[src/rtl/pipe_fetch_decode.sv]
// pipe_fetch_decode
//   Fetch/decode/control front end of the pipelined CPU. Holds the PC and the
//   fetch register (instrD), reads a combinational instruction memory, drives
//   the datapath's decode* control inputs, resolves BR and JR, and inserts
//   bubbles for distance-1 RAW hazards, taken branches, JR and HALT.
//
// Ports
//   clk, rst                 clock, synchronous active-high reset
//   imemAdrx / imemData      PC out, instruction in (same cycle)
//   exec{C,N,V,Z}Flag        datapath flags of the slot issued last cycle
//   execRfRdData0Short       rdData0 of the slot issued last cycle (JR target)
//   decode*                  decode-slot controls for the datapath
//   dmemWriteEn              store strobe
//   halted                   high while in HALTED
//
// state   | meaning
// RUN     | fetch and issue normally
// JR_WAIT | JR issued; next cycle PC loads the register value
// HALTED  | bubbles forever, only rst leaves

module pipe_fetch_decode #(
  parameter int unsigned PC_W    = 9,
  parameter logic [2:0]  ALU_ADD = 3'b000
) (
  input  logic            clk,
  input  logic            rst,
  output logic [PC_W-1:0] imemAdrx,
  input  logic [31:0]     imemData,
  input  logic            execCFlag,
  input  logic            execNFlag,
  input  logic            execVFlag,
  input  logic            execZFlag,
  input  logic [8:0]      execRfRdData0Short,
  output logic [15:0]     decodeImmediate,
  output logic [4:0]      decodeRfRdAdrx0,
  output logic [4:0]      decodeRfRdAdrx1,
  output logic [4:0]      decodeRfWrAdrx,
  output logic [2:0]      decodeAluCtl,
  output logic            decodeRfWriteEn,
  output logic            decodeAluBusBSel,
  output logic            decodeDmemResultSel,
  output logic            decodeRegDest,
  output logic            dmemWriteEn,
  output logic            halted
);

  localparam logic [5:0]  OP_RTYPE  = 6'd0;
  localparam logic [5:0]  OP_ADDI   = 6'd1;
  localparam logic [5:0]  OP_LW     = 6'd2;
  localparam logic [5:0]  OP_SW     = 6'd3;
  localparam logic [5:0]  OP_BR     = 6'd4;
  localparam logic [5:0]  OP_JR     = 6'd5;
  localparam logic [5:0]  OP_HALT   = 6'd6;
  // Any opcode above 6 decodes as NOP; this is the word loaded on flushes.
  localparam logic [31:0] NOP_INSTR = 32'hFC00_0000;

  typedef enum logic [1:0] {RUN, JR_WAIT, HALTED} state_t;

  state_t          state;
  logic [PC_W-1:0] pc;
  logic [31:0]     instrD;
  logic [3:0]      savedFlags;  // {C,N,V,Z}
  logic            prevReal;
  logic            prevWrEn;
  logic [4:0]      prevDest;

  logic [5:0] opcode;
  logic [4:0] rs, rt, rd;
  logic       isReal, readsRs, readsRt, hazard, issueReal, issueJr, brTaken;
  logic [3:0] effFlags;

  assign opcode   = instrD[31:26];
  assign rs       = instrD[25:21];
  assign rt       = instrD[20:16];
  assign rd       = instrD[15:11];
  assign imemAdrx = pc;
  assign halted   = (state == HALTED);

  // Flags of the most recent real instruction survive any run of bubbles.
  assign effFlags = prevReal ? {execCFlag, execNFlag, execVFlag, execZFlag} : savedFlags;

  always_comb begin
    isReal    = (opcode == OP_RTYPE) || (opcode == OP_ADDI) ||
                (opcode == OP_LW)    || (opcode == OP_SW);
    readsRs   = isReal || (opcode == OP_JR);
    readsRt   = (opcode == OP_RTYPE) || (opcode == OP_SW);
    hazard    = (state == RUN) && prevWrEn &&
                ((readsRs && (prevDest == rs)) || (readsRt && (prevDest == rt)));
    issueReal = (state == RUN) && !hazard && isReal;
    issueJr   = (state == RUN) && !hazard && (opcode == OP_JR);
    case (instrD[25:23])
      3'd0:    brTaken = 1'b1;
      3'd1:    brTaken = effFlags[0];
      3'd2:    brTaken = !effFlags[0];
      3'd3:    brTaken = effFlags[2];
      3'd4:    brTaken = !effFlags[2];
      3'd5:    brTaken = effFlags[3];
      3'd6:    brTaken = effFlags[1];
      default: brTaken = 1'b0;
    endcase
  end

  always_comb begin
    decodeImmediate     = 16'd0;
    decodeRfRdAdrx0     = 5'd0;
    decodeRfRdAdrx1     = 5'd0;
    decodeRfWrAdrx      = 5'd0;
    decodeAluCtl        = ALU_ADD;
    decodeRfWriteEn     = 1'b0;
    decodeAluBusBSel    = 1'b0;
    decodeDmemResultSel = 1'b0;
    decodeRegDest       = 1'b0;
    dmemWriteEn         = 1'b0;
    if (issueReal) begin
      decodeImmediate = instrD[15:0];
      decodeRfRdAdrx0 = rs;
      decodeRfRdAdrx1 = rt;
      decodeRfWrAdrx  = rd;
      case (opcode)
        OP_RTYPE: begin
          decodeAluCtl    = instrD[2:0];
          decodeRegDest   = 1'b1;
          decodeRfWriteEn = 1'b1;
        end
        OP_ADDI: begin
          decodeAluBusBSel = 1'b1;
          decodeRfWriteEn  = 1'b1;
        end
        OP_LW: begin
          decodeAluBusBSel    = 1'b1;
          decodeRfWriteEn     = 1'b1;
          decodeDmemResultSel = 1'b1;
        end
        default: begin
          decodeAluBusBSel = 1'b1;
          dmemWriteEn      = 1'b1;
        end
      endcase
    end else if (issueJr) begin
      // rdData0 of this slot comes back as execRfRdData0Short next cycle.
      decodeRfRdAdrx0 = rs;
    end
  end

  always_ff @(posedge clk) begin
    if (rst) begin
      pc         <= '0;
      instrD     <= NOP_INSTR;
      state      <= RUN;
      savedFlags <= 4'd0;
      prevReal   <= 1'b0;
      prevWrEn   <= 1'b0;
      prevDest   <= 5'd0;
    end else begin
      savedFlags <= effFlags;
      prevReal   <= issueReal;
      prevWrEn   <= decodeRfWriteEn;
      prevDest   <= decodeRegDest ? rd : rt;
      case (state)
        RUN: begin
          if (!hazard) begin
            case (opcode)
              OP_JR: begin
                instrD <= NOP_INSTR;
                state  <= JR_WAIT;
              end
              OP_HALT: state <= HALTED;
              OP_BR: begin
                if (brTaken) begin
                  pc     <= instrD[PC_W-1:0];
                  instrD <= NOP_INSTR;
                end else begin
                  pc     <= pc + 1'b1;
                  instrD <= imemData;
                end
              end
              default: begin
                pc     <= pc + 1'b1;
                instrD <= imemData;
              end
            endcase
          end
        end
        JR_WAIT: begin
          pc     <= execRfRdData0Short[PC_W-1:0];
          instrD <= NOP_INSTR;
          state  <= RUN;
        end
        HALTED: ;
        default: state <= RUN;
      endcase
    end
  end

endmodule

[config.mk]
export PLATFORM = sky130hd
export DESIGN_NAME = pipe_fetch_decode
export DESIGN_NICKNAME = d
export VERILOG_FILES = /design/src/rtl/pipe_fetch_decode.sv
export SDC_FILE = /design/constraint.sdc
export NUM_CORES = 1
export LEC_CHECK = 0
export BUFFER_PORTS_ARGS = -buffer_cell sky130_fd_sc_hd__buf_2
export CAP_MARGIN = 20
export CORE_MARGIN = 4
export CORE_UTILIZATION = 51
export DETAILED_ROUTE_END_ITERATION = 10
export HOLD_SLACK_MARGIN = 0.03
export PLACE_DENSITY = 0.8
export SLEW_MARGIN = 15
export SYNTH_ARGS = -nofsm -noshare
export SYNTH_HDL_FRONTEND = slang
export SYNTH_SLANG_ARGS = --single-unit
[constraint.sdc]
create_clock -name clk -period 2.75 [get_ports clk]
set_input_delay 0.55 -clock clk [delete_from_list [all_inputs] [get_ports clk]]
set_output_delay 0.55 -clock clk [all_outputs]
set_load 0.05 [all_outputs]
==> metrics.yaml, run 1 <==
fmax_mhz: 367.7
routabilityCongestion: 0.9787
ant_nets: 0
vdd_ir_drop_max_mv: 0.3103
critPathRequiredTime_ns: 2.20
nFillCells: 497
finalWorstSetupSlack_ns: 0.03072
finalHoldViolCount: 0
cts_buffer_depth: 2
regArea_um2: 1081
wirelength_mm: 7.899
antenna_found_initial: 0
synth-edff-count: 0
grt_max_degree: 33
yosysSeqAreaShare_pct: 34.89
leakage_uw: 0.001636
row_count: 28
relSlewSlack_pct: 31.53
r2r-start: "instrD[28]"
worstHoldPathType: "primary input to flip-flop"
synthFlopType: "dfxtp_1"
drtIter0Drc: 186
drv_cap: 0
dr.pass1.iters: 4
port_buffers: 95
syn_nets: 406
holdBufCountCts: 0
cts_tree: "done"
post-route-util_pct: 64.65
grt.total_usage_pct: 20.35
avgSynthCellArea_um2: 8.654
slew_viol_final: 0
antenna_cells: 0
start_kind: "flip-flop"
worst_slew_pin_slew_ns: 1.019
wl_per_cell_um: 15.22
whs_ns: 0.4783
arrival_ns: 2.17
numCtsBuffers: 5
core_um2: 5921
gr-total-overflow: 0
path_class: "flip-flop to output port"
cts_max_level: 2
finalCritPeriodShare_pct: 98.88
yosysUniqueCellTypes: 46
drc: 0
period_minus_slack_ns: 2.719
multi_input_comb_area_um2: 1853
synth.cell_area_um2: 3098
min-delay-start: "imemData[12]"
cp-end-kind: "output port"
p_per_area_nw_per_um2: 413.8
cts.sinks: 54
rsz0062_at_grt: "true"
dieArea_um2: 7386
clock_latency_ns: 0.30
setup_viol: 0
hold_depth: 3
clockRootBuffer: "clkbuf_8"
dpl.hpwl_mm: 5.594
synth-seq-cells: 54
drive_gt1_share_pct: 31.08
vias: 2790
crit_start: "instrD[31]"
layout.nets: 491
avgViaCountPerCell: 5.376
initial_core_util_pct: 52.32
die_w_um: 85.94
fin_worst_skew_ns: 0.003670
ff2ff_path_depth: 7
grt_pass1_wl_mm: 12.22
ys.warnings.count: 0
boundaryPins: 96
async_reset_ff_share_pct: 0
syn2layout_area_growth_pct: 23.55
crit_fanout: 6
dp_slack_ns: 0.2817
die_y_um: 85.94
grt_pass1_vias: 2688
syn_inst: 358
status: "complete, no violations"
path_clk_slew_ns: 0.10
finalPower_uw: 1584
metal layers:
layer	part of all wire (%)	vias up	GRT usage (%)
met4	1.5	0	6.187
met5	0	-	0
li1	-	1386	-
met3	6.0	11	2.786
met1	44	1287	26.42
met2	49	106	34.90
power breakdown:
part | switching (uW) | internal [uW]
registers | 36.9 | 817
logic | 103 | 89.2
clock network | 266 | 272
synth_stat cells (3+ instances only):
| library cell | count | area, um2 |
|---|---|---|
| nor2_1 | 35 | 131.4 |
| xnor2_1 | 7 | 61.31 |
| nand4_1 | 5 | 31.28 |
| buf_6 | 6 | 67.56 |
| xor2_1 | 11 | 96.34 |
| mux2i_1 | 41 | 410.4 |
| clkbuf_1 | 10 | 37.54 |
| a311oi_1 | 7 | 61.31 |
| nand3b_1 | 3 | 22.52 |
| buf_4 | 9 | 67.56 |
| buf_2 | 6 | 30.03 |
| nor3_1 | 7 | 35.03 |
| mux2_2 | 3 | 33.78 |
| dfxtp_1 | 54 | 1081 |
| nand2b_1 | 29 | 181.4 |
| a21oi_1 | 8 | 40.04 |
| and2_1 | 24 | 150.1 |
| o211ai_1 | 5 | 37.54 |
| nand3_1 | 5 | 25.02 |
| and3_1 | 9 | 56.30 |
| nand2_1 | 42 | 157.7 |
path summary, 6_finish.rpt:
| kind | end | slack, ns |
|---|---|---|
| worst max-delay path | decodeRegDest | 0.03 |
| worst min-delay path | instrD[12] | 0.48 |
| worst max register to register | imemAdrx[7] | 0.35 |
| worst min register to register | instrD[10] | 0.48 |
layout make-up:
class	count	area share (%)
multi-input combinational	268	48.41
sequential	54	28.24
timing repair buffer	112	17.82
tap	75	2.452
clock buffer	6	1.896
clock inverter	2	0.9807
inverter	2	0.1961
kinds of logic after synthesis:
logic type | Yosys count | share of synthesized area, %
AOI/OAI and AO/OA | 32 | 8.684
xor gates and xnor gates | 18 | 5.089
adders and majority gates | 1 | 0.4038
buffers and inverters | 36 | 7.189
DFF | 54 | 34.90
muxes | 44 | 14.34
and+or+nand+nor | 173 | 29.40
cell usage in the layout, fill, tap and decap left out, drive strengths merged, types with 2 or more instances in the layout:
cell | Yosys | layout
buf | 23 | 100
dfxtp | 54 | 54
nand2 | 44 | 44
mux2i | 41 | 41
nor2 | 35 | 35
nand2b | 29 | 29
and2 | 24 | 24
clkbuf | 11 | 18
xor2 | 11 | 11
and3 | 9 | 9
a21oi | 8 | 8
a311oi | 7 | 7
xnor2 | 7 | 7
nor3 | 7 | 7
o211ai | 7 | 7
nand3 | 5 | 5
nand4 | 5 | 5
nand3b | 3 | 3
mux2 | 3 | 3
nor4 | 3 | 3
nor2b | 2 | 2
inv | 2 | 2
o311ai | 2 | 2
or3 | 2 | 2
state kept, by name (all words and copies together), names as in the netlist:
register and count:
imemAdrx 9, instrD 32, prevDest 5, prevReal 1, prevWrEn 1, savedFlags 4
state 2
through the flow:
step / setup TNS [ns] / area (um2) / std cells
2_1_floorplan: 0 / 3098 / 358
4_1_cts: -0.1651 / 3735 / 518
6_report: 0 / 3827 / 519
5_1_grt: -0.2607 / 3827 / 519
3_5_place_dp: 0 / 3597 / 510
3_3_place_gp: 0 / 3597 / 510
critical path: stages, from the launching register on:
cell     delay (ns)
dfxtp_1        0.33
or3_4          0.42
nor2_2         0.12
nand2_1        0.15
nor4b_4        0.40
buf_4          0.24
buf_4          0.21
timing repair:
action                                  in CTS  in global routing
endpoints found under the setup margin      10                 38
buffers inserted                             0                  1
resized for setup                            7                 25
hold endpoints to repair                     0                  0
pin swaps                                    0                  1
Power figures use the tool's default switching activity.
==> run 2: changes to the inputs <==
clock period = 3.09 ns   (was 2.75 ns; I/O delays follow)
==> run 2 against run 1 <==
Net effect: via count rose by 0.54%; sequential power fell by 11%; die area did not move; worst setup slack improved by 0.15 ns; register-to-register slack improved by 0.33 ns; clock skew rose by 0.0069 ns; total power fell by 13%; cell count fell by 1.2%; cell area fell by 4.0%.
==> metrics.yaml, run 2 (synthesis gave the netlist of run 1 again) <==
status: "complete, no violations"
finalCritPeriodShare_pct: 94.07
avgViaCountPerCell: 5.468
clockRootBuffer: "clkbuf_8"
drv_cap: 0
initial_core_util_pct: 52.32
row_count: 28
clock_latency_ns: 0.31
cts.sinks: 54
p_per_area_nw_per_um2: 373.4
largest_register_ffs: 32
post-route-util_pct: 62.09
grt_busiest_layer: "met2"
setup_viol: 0
boundaryPins: 96
dieArea_um2: 7386
use_met1_pct: 27.33
cpMaxStageDelayCell: "or3_1"
grt_max_degree: 34
finalHoldViolCount: 0
path_cells: "or3_1, nor2_1, nand2_1, nor4b_2, buf_4, and2_1, buf_2"
rsz0062_at_grt: "false"
drive_gt1_share_pct: 29.45
finalWorstSetupSlack_ns: 0.1832
final_common_cell: "buf_2"
path_buf_inv: 2
path_delay_family: "simple AND/OR/NAND/NOR gates"
path_class: "flip-flop to output port"
cts_tree: "done"
worst_slew_pin_slew_ns: 0.7645
die_y_um: 85.94
grt.total_usage_pct: 21.22
crit_fanout: 9
drtIter0Drc: 181
layout_common_cells: "buf_2, dfxtp_1, nand2_1"
fmax_mhz: 344.0
core_um2: 5921
leakage_uw: 0.001621
routabilityCongestion: 0.9152
port_buffers: 95
grt_pass1_wl_mm: 12.79
regMostFlops: "instrD"
grt_use_met2_pct: 34.90
drc: 0
antenna_cells: 0
fin_worst_skew_ns: 0.01061
gr-total-overflow: 0
antenna_found_initial: 0
grt_pass1_vias: 2759
critPathRequiredTime_ns: 2.47
numCtsBuffers: 5
syn2layout_area_growth_pct: 18.66
wl_per_cell_um: 14.88
dp_slack_ns: 0.4596
critPathMaxStageDelay_ns: 0.46
use_met3_pct: 4.131
holdBufCountCts: 0
relSlewSlack_pct: 48.69
vdd_ir_drop_max_mv: 0.1904
arrival_ns: 2.29
finalPower_uw: 1373
ctsResizeCount: 0
dr.pass1.iters: 4
cts_max_level: 2
tns_ns: 0
dpl.hpwl_mm: 5.701
cp-end-kind: "output port"
slew_viol_final: 0
cts_setup_buffers: 0
die_w_um: 85.94
layout.nets: 485
ant_nets: 0
vias: 2805
path_clk_slew_ns: 0.10
wirelength_mm: 7.634
start_kind: "flip-flop"
nFillCells: 526
cts_buffer_depth: 2
period_minus_slack_ns: 2.907
worstHoldPathType: "flip-flop to flip-flop"
## run 2: cell count changes in the layout (fill, tap and decap cells not counted), moves of 2 or more
cell,delta
buf_4,-12
clkbuf_4,-12
buf_2,+20
clkbuf_8,+2
## run 2: power breakdown
| part | internal (uW) | switching [uW] | total, uW |
|---|---|---|---|
| clock network | 206 | 240 | 446 |
| logic | 76.2 | 87.1 | 163 |
| registers | 727 | 36.8 | 764 |
## run 2: routing by layer
layer  routed length, um  share of wire (%)
met1                3319                 43
met2                3599                 47
met3                 545                7.1
met4                 169                2.2
met5                   0                  0
## run 2: stage by stage
stage	hold WS (ns)	cell area, um2	instances
after floorplan	0.4473	3098	358
after global placement	0.4598	3560	505
after detailed placement	0.4737	3560	505
after CTS	0.4887	3665	513
after global routing	0.5035	3676	513
final	0.4898	3676	513
## run 2: final timing paths
check | from | endpoint | slack, ns | depth (start not counted)
worst min-delay path | instrD[10] | instrD[10] | 0.49 | 2
worst max-delay path | instrD[31] | decodeAluCtl[1] | 0.18 | 7
worst max register to register | prevReal | instrD[9] | 0.68 | 7
worst min register to register | instrD[10] | instrD[10] | 0.49 | 2
## run 2: final cells by class
type	count	area (um2)	area share, %
multi-input combinational	268	1818	49.46
sequential	54	1081	29.41
clock buffer	7	96.34	2.621
timing repair buffer	106	570.5	15.52
inverter	2	7.507	0.2042
clock inverter	1	8.758	0.2383
tap	75	93.84	2.553
## run 2: worst register-to-register path, stage by stage (launching register included)
cell and delay (ns):
dfxtp_1 0.45, mux2i_1 0.29, mux2_2 0.39, o41ai_4 0.35, o211a_1 0.47, buf_12 0.20
nand2_1 0.07, mux2i_1 0.12
==> run 3: changes to the inputs <==
BUFFER_PORTS_ARGS = default   (was -buffer_cell sky130_fd_sc_hd__buf_2)
CORE_UTILIZATION = 63   (was 51)
DONT_BUFFER_PORTS = 1   (was default)
MAX_ROUTING_LAYER = met4   (was default)
PLACE_DENSITY = 0.79   (was 0.8)
==> run 3 against run 2 <==
Net effect: sequential power grew 2%; cell count down 13%; critical path depth fell by 1; sequential share of layout area is 1.1 points higher; critical endpoint is now decodeAluCtl[2]; cell area fell by 3.5%; maximum frequency is 2.4% lower; clock skew decreased by 0.0058 ns; core utilization up 12 points; first-iteration DRC count increased by 4.4%; worst setup slack got worse by 0.071 ns; via count decreased by 11%; largest power group unchanged; die area fell by 17%; largest cell class unchanged.
==> metrics.yaml, run 3 (synthesis gave the netlist of run 1 again) <==
r2r-start: "instrD[27]"
fmax_mhz: 335.8
syn2layout_area_growth_pct: 14.46
cpMaxStageDelayCell: "nor4b_4"
nFillCells: 350
leakage_uw: 0.001360
dpl.hpwl_mm: 4.984
min-delay-start: "rst"
drc: 0
grt.total_usage_pct: 24.43
cts_tree: "done"
fin_worst_skew_ns: 0.004821
worst_slew_pin_slew_ns: 0.7421
ant_nets: 0
path_cells: "or3_1, nor2_2, nand2_2, nor4b_4, and2_1, buf_4"
path_class: "flip-flop to output port"
cts.sinks: 54
min_to: "imemAdrx[5]"
layout.nets: 424
wl_per_cell_um: 16.27
regMostFlops: "instrD"
clock_latency_ns: 0.30
grt_max_degree: 58
initial_core_util_pct: 65.16
setup_viol: 0
arrival_ns: 2.36
hold_depth: 1
whs_ns: 0.3691
boundaryPins: 96
die_w_um: 78.13
vdd_ir_drop_max_mv: 0.2527
r2r_slack_ns: 0.61
numCtsBuffers: 5
antenna_found_initial: 0
relSlewSlack_pct: 50.19
p_per_area_nw_per_um2: 381.1
core_um2: 4755
die_y_um: 78.13
antenna_cells: 0
drv_cap: 0
crit_fanout: 7
placed_cell_area_um2: 3358
cts_max_level: 2
dr.pass1.iters: 5
routabilityCongestion: 0.8726
drive_gt1_share_pct: 18.83
drtIter0Drc: 189
grt_pass1_wl_mm: 11.77
path_clk_slew_ns: 0.09
avgViaCountPerCell: 5.622
ff2ff_path_depth: 7
port_buffers: 0
finalHoldViolCount: 0
final_common_cell: "dfxtp_1"
row_count: 25
rsz0062_at_grt: "false"
cp-end-kind: "output port"
final_area_um2: 3546
critPathRequiredTime_ns: 2.47
slew_viol_final: 0
gr-total-overflow: 0
holdBufCountCts: 0
grt_pass1_vias: 2424
dieArea_um2: 6104
wirelength_mm: 7.226
largest_register_ffs: 32
finalCritPeriodShare_pct: 96.39
vias: 2496
worstHoldPathType: "primary input to flip-flop"
finalPower_uw: 1351
rr_endpoint: "instrD[22]"
tns_ns: 0
status: "complete, no violations"
cts_buffer_depth: 2
start_kind: "flip-flop"
clockRootBuffer: "clkbuf_8"
period_minus_slack_ns: 2.978
critPathMaxStageDelay_ns: 0.56
layout_common_cells: "dfxtp_1, mux2i_1, nand2_1"
-- run 3: routing by layer --
metal / vias to the layer above / global-route usage, % / share of wire, %
li1: 1245 / - / -
met1: 1160 / 31.33 / 45
met2: 83 / 37.93 / 47
met3: 8 / 6.651 / 7.2
met4: 0 / 7.168 / 1.3
met5: - / - / 0
-- run 3: layout make-up --
cell class / count / area, um2 / area share, %
clock inverter: 3 / 40.04 / 1.129
inverter: 2 / 7.507 / 0.2117
clock buffer: 5 / 68.82 / 1.941
sequential: 54 / 1081 / 30.49
multi-input combinational: 269 / 1856 / 52.33
timing repair buffer: 44 / 409.1 / 11.54
tap: 67 / 83.83 / 2.364
-- run 3: stage by stage --
stage / std cells / setup WS (ns) / utilization (%)
finish: 444 / 0.1117 / 74.58
global placement: 431 / 0.2295 / 70.63
detailed placement: 431 / 0.1530 / 70.63
CTS: 439 / 0.04899 / 73.42
global route: 444 / 0.02201 / 74.58
floorplan: 358 / 0.3080 / -
-- run 3: timing repair --
action	in CTS	in global routing
cloned	0	1
setup buffers	0	4
setup endpoints to repair	31	30
gates resized for setup	3	5
pin swaps	0	2
-- run 3: power breakdown --
part	internal (uW)	switching, uW	leakage (uW)
logic	53.7	54.3	0.000857
clock network	239	228	0.0000579
registers	727	49.5	0.000446
total	1020	332	0.00136
-- run 3: critical path: cells and delay by family (launching register included) --
family,cells,cell delay (ns)
buffers and inverters,1,0.20
DFF,1,0.33
and+or+nand+nor,5,1.53
-- run 3: worst max-delay path by stage --
stage,start,to,cells after the start
CTS,instrD[31],decodeRfWrAdrx[1],6
finish,instrD[31],decodeAluCtl[2],6
global route,instrD[31],decodeAluCtl[0],6
floorplan,instrD[25],decodeRfWrAdrx[0],9
global placement,instrD[24],decodeImmediate[11],6
detailed placement,instrD[24],decodeImmediate[14],6
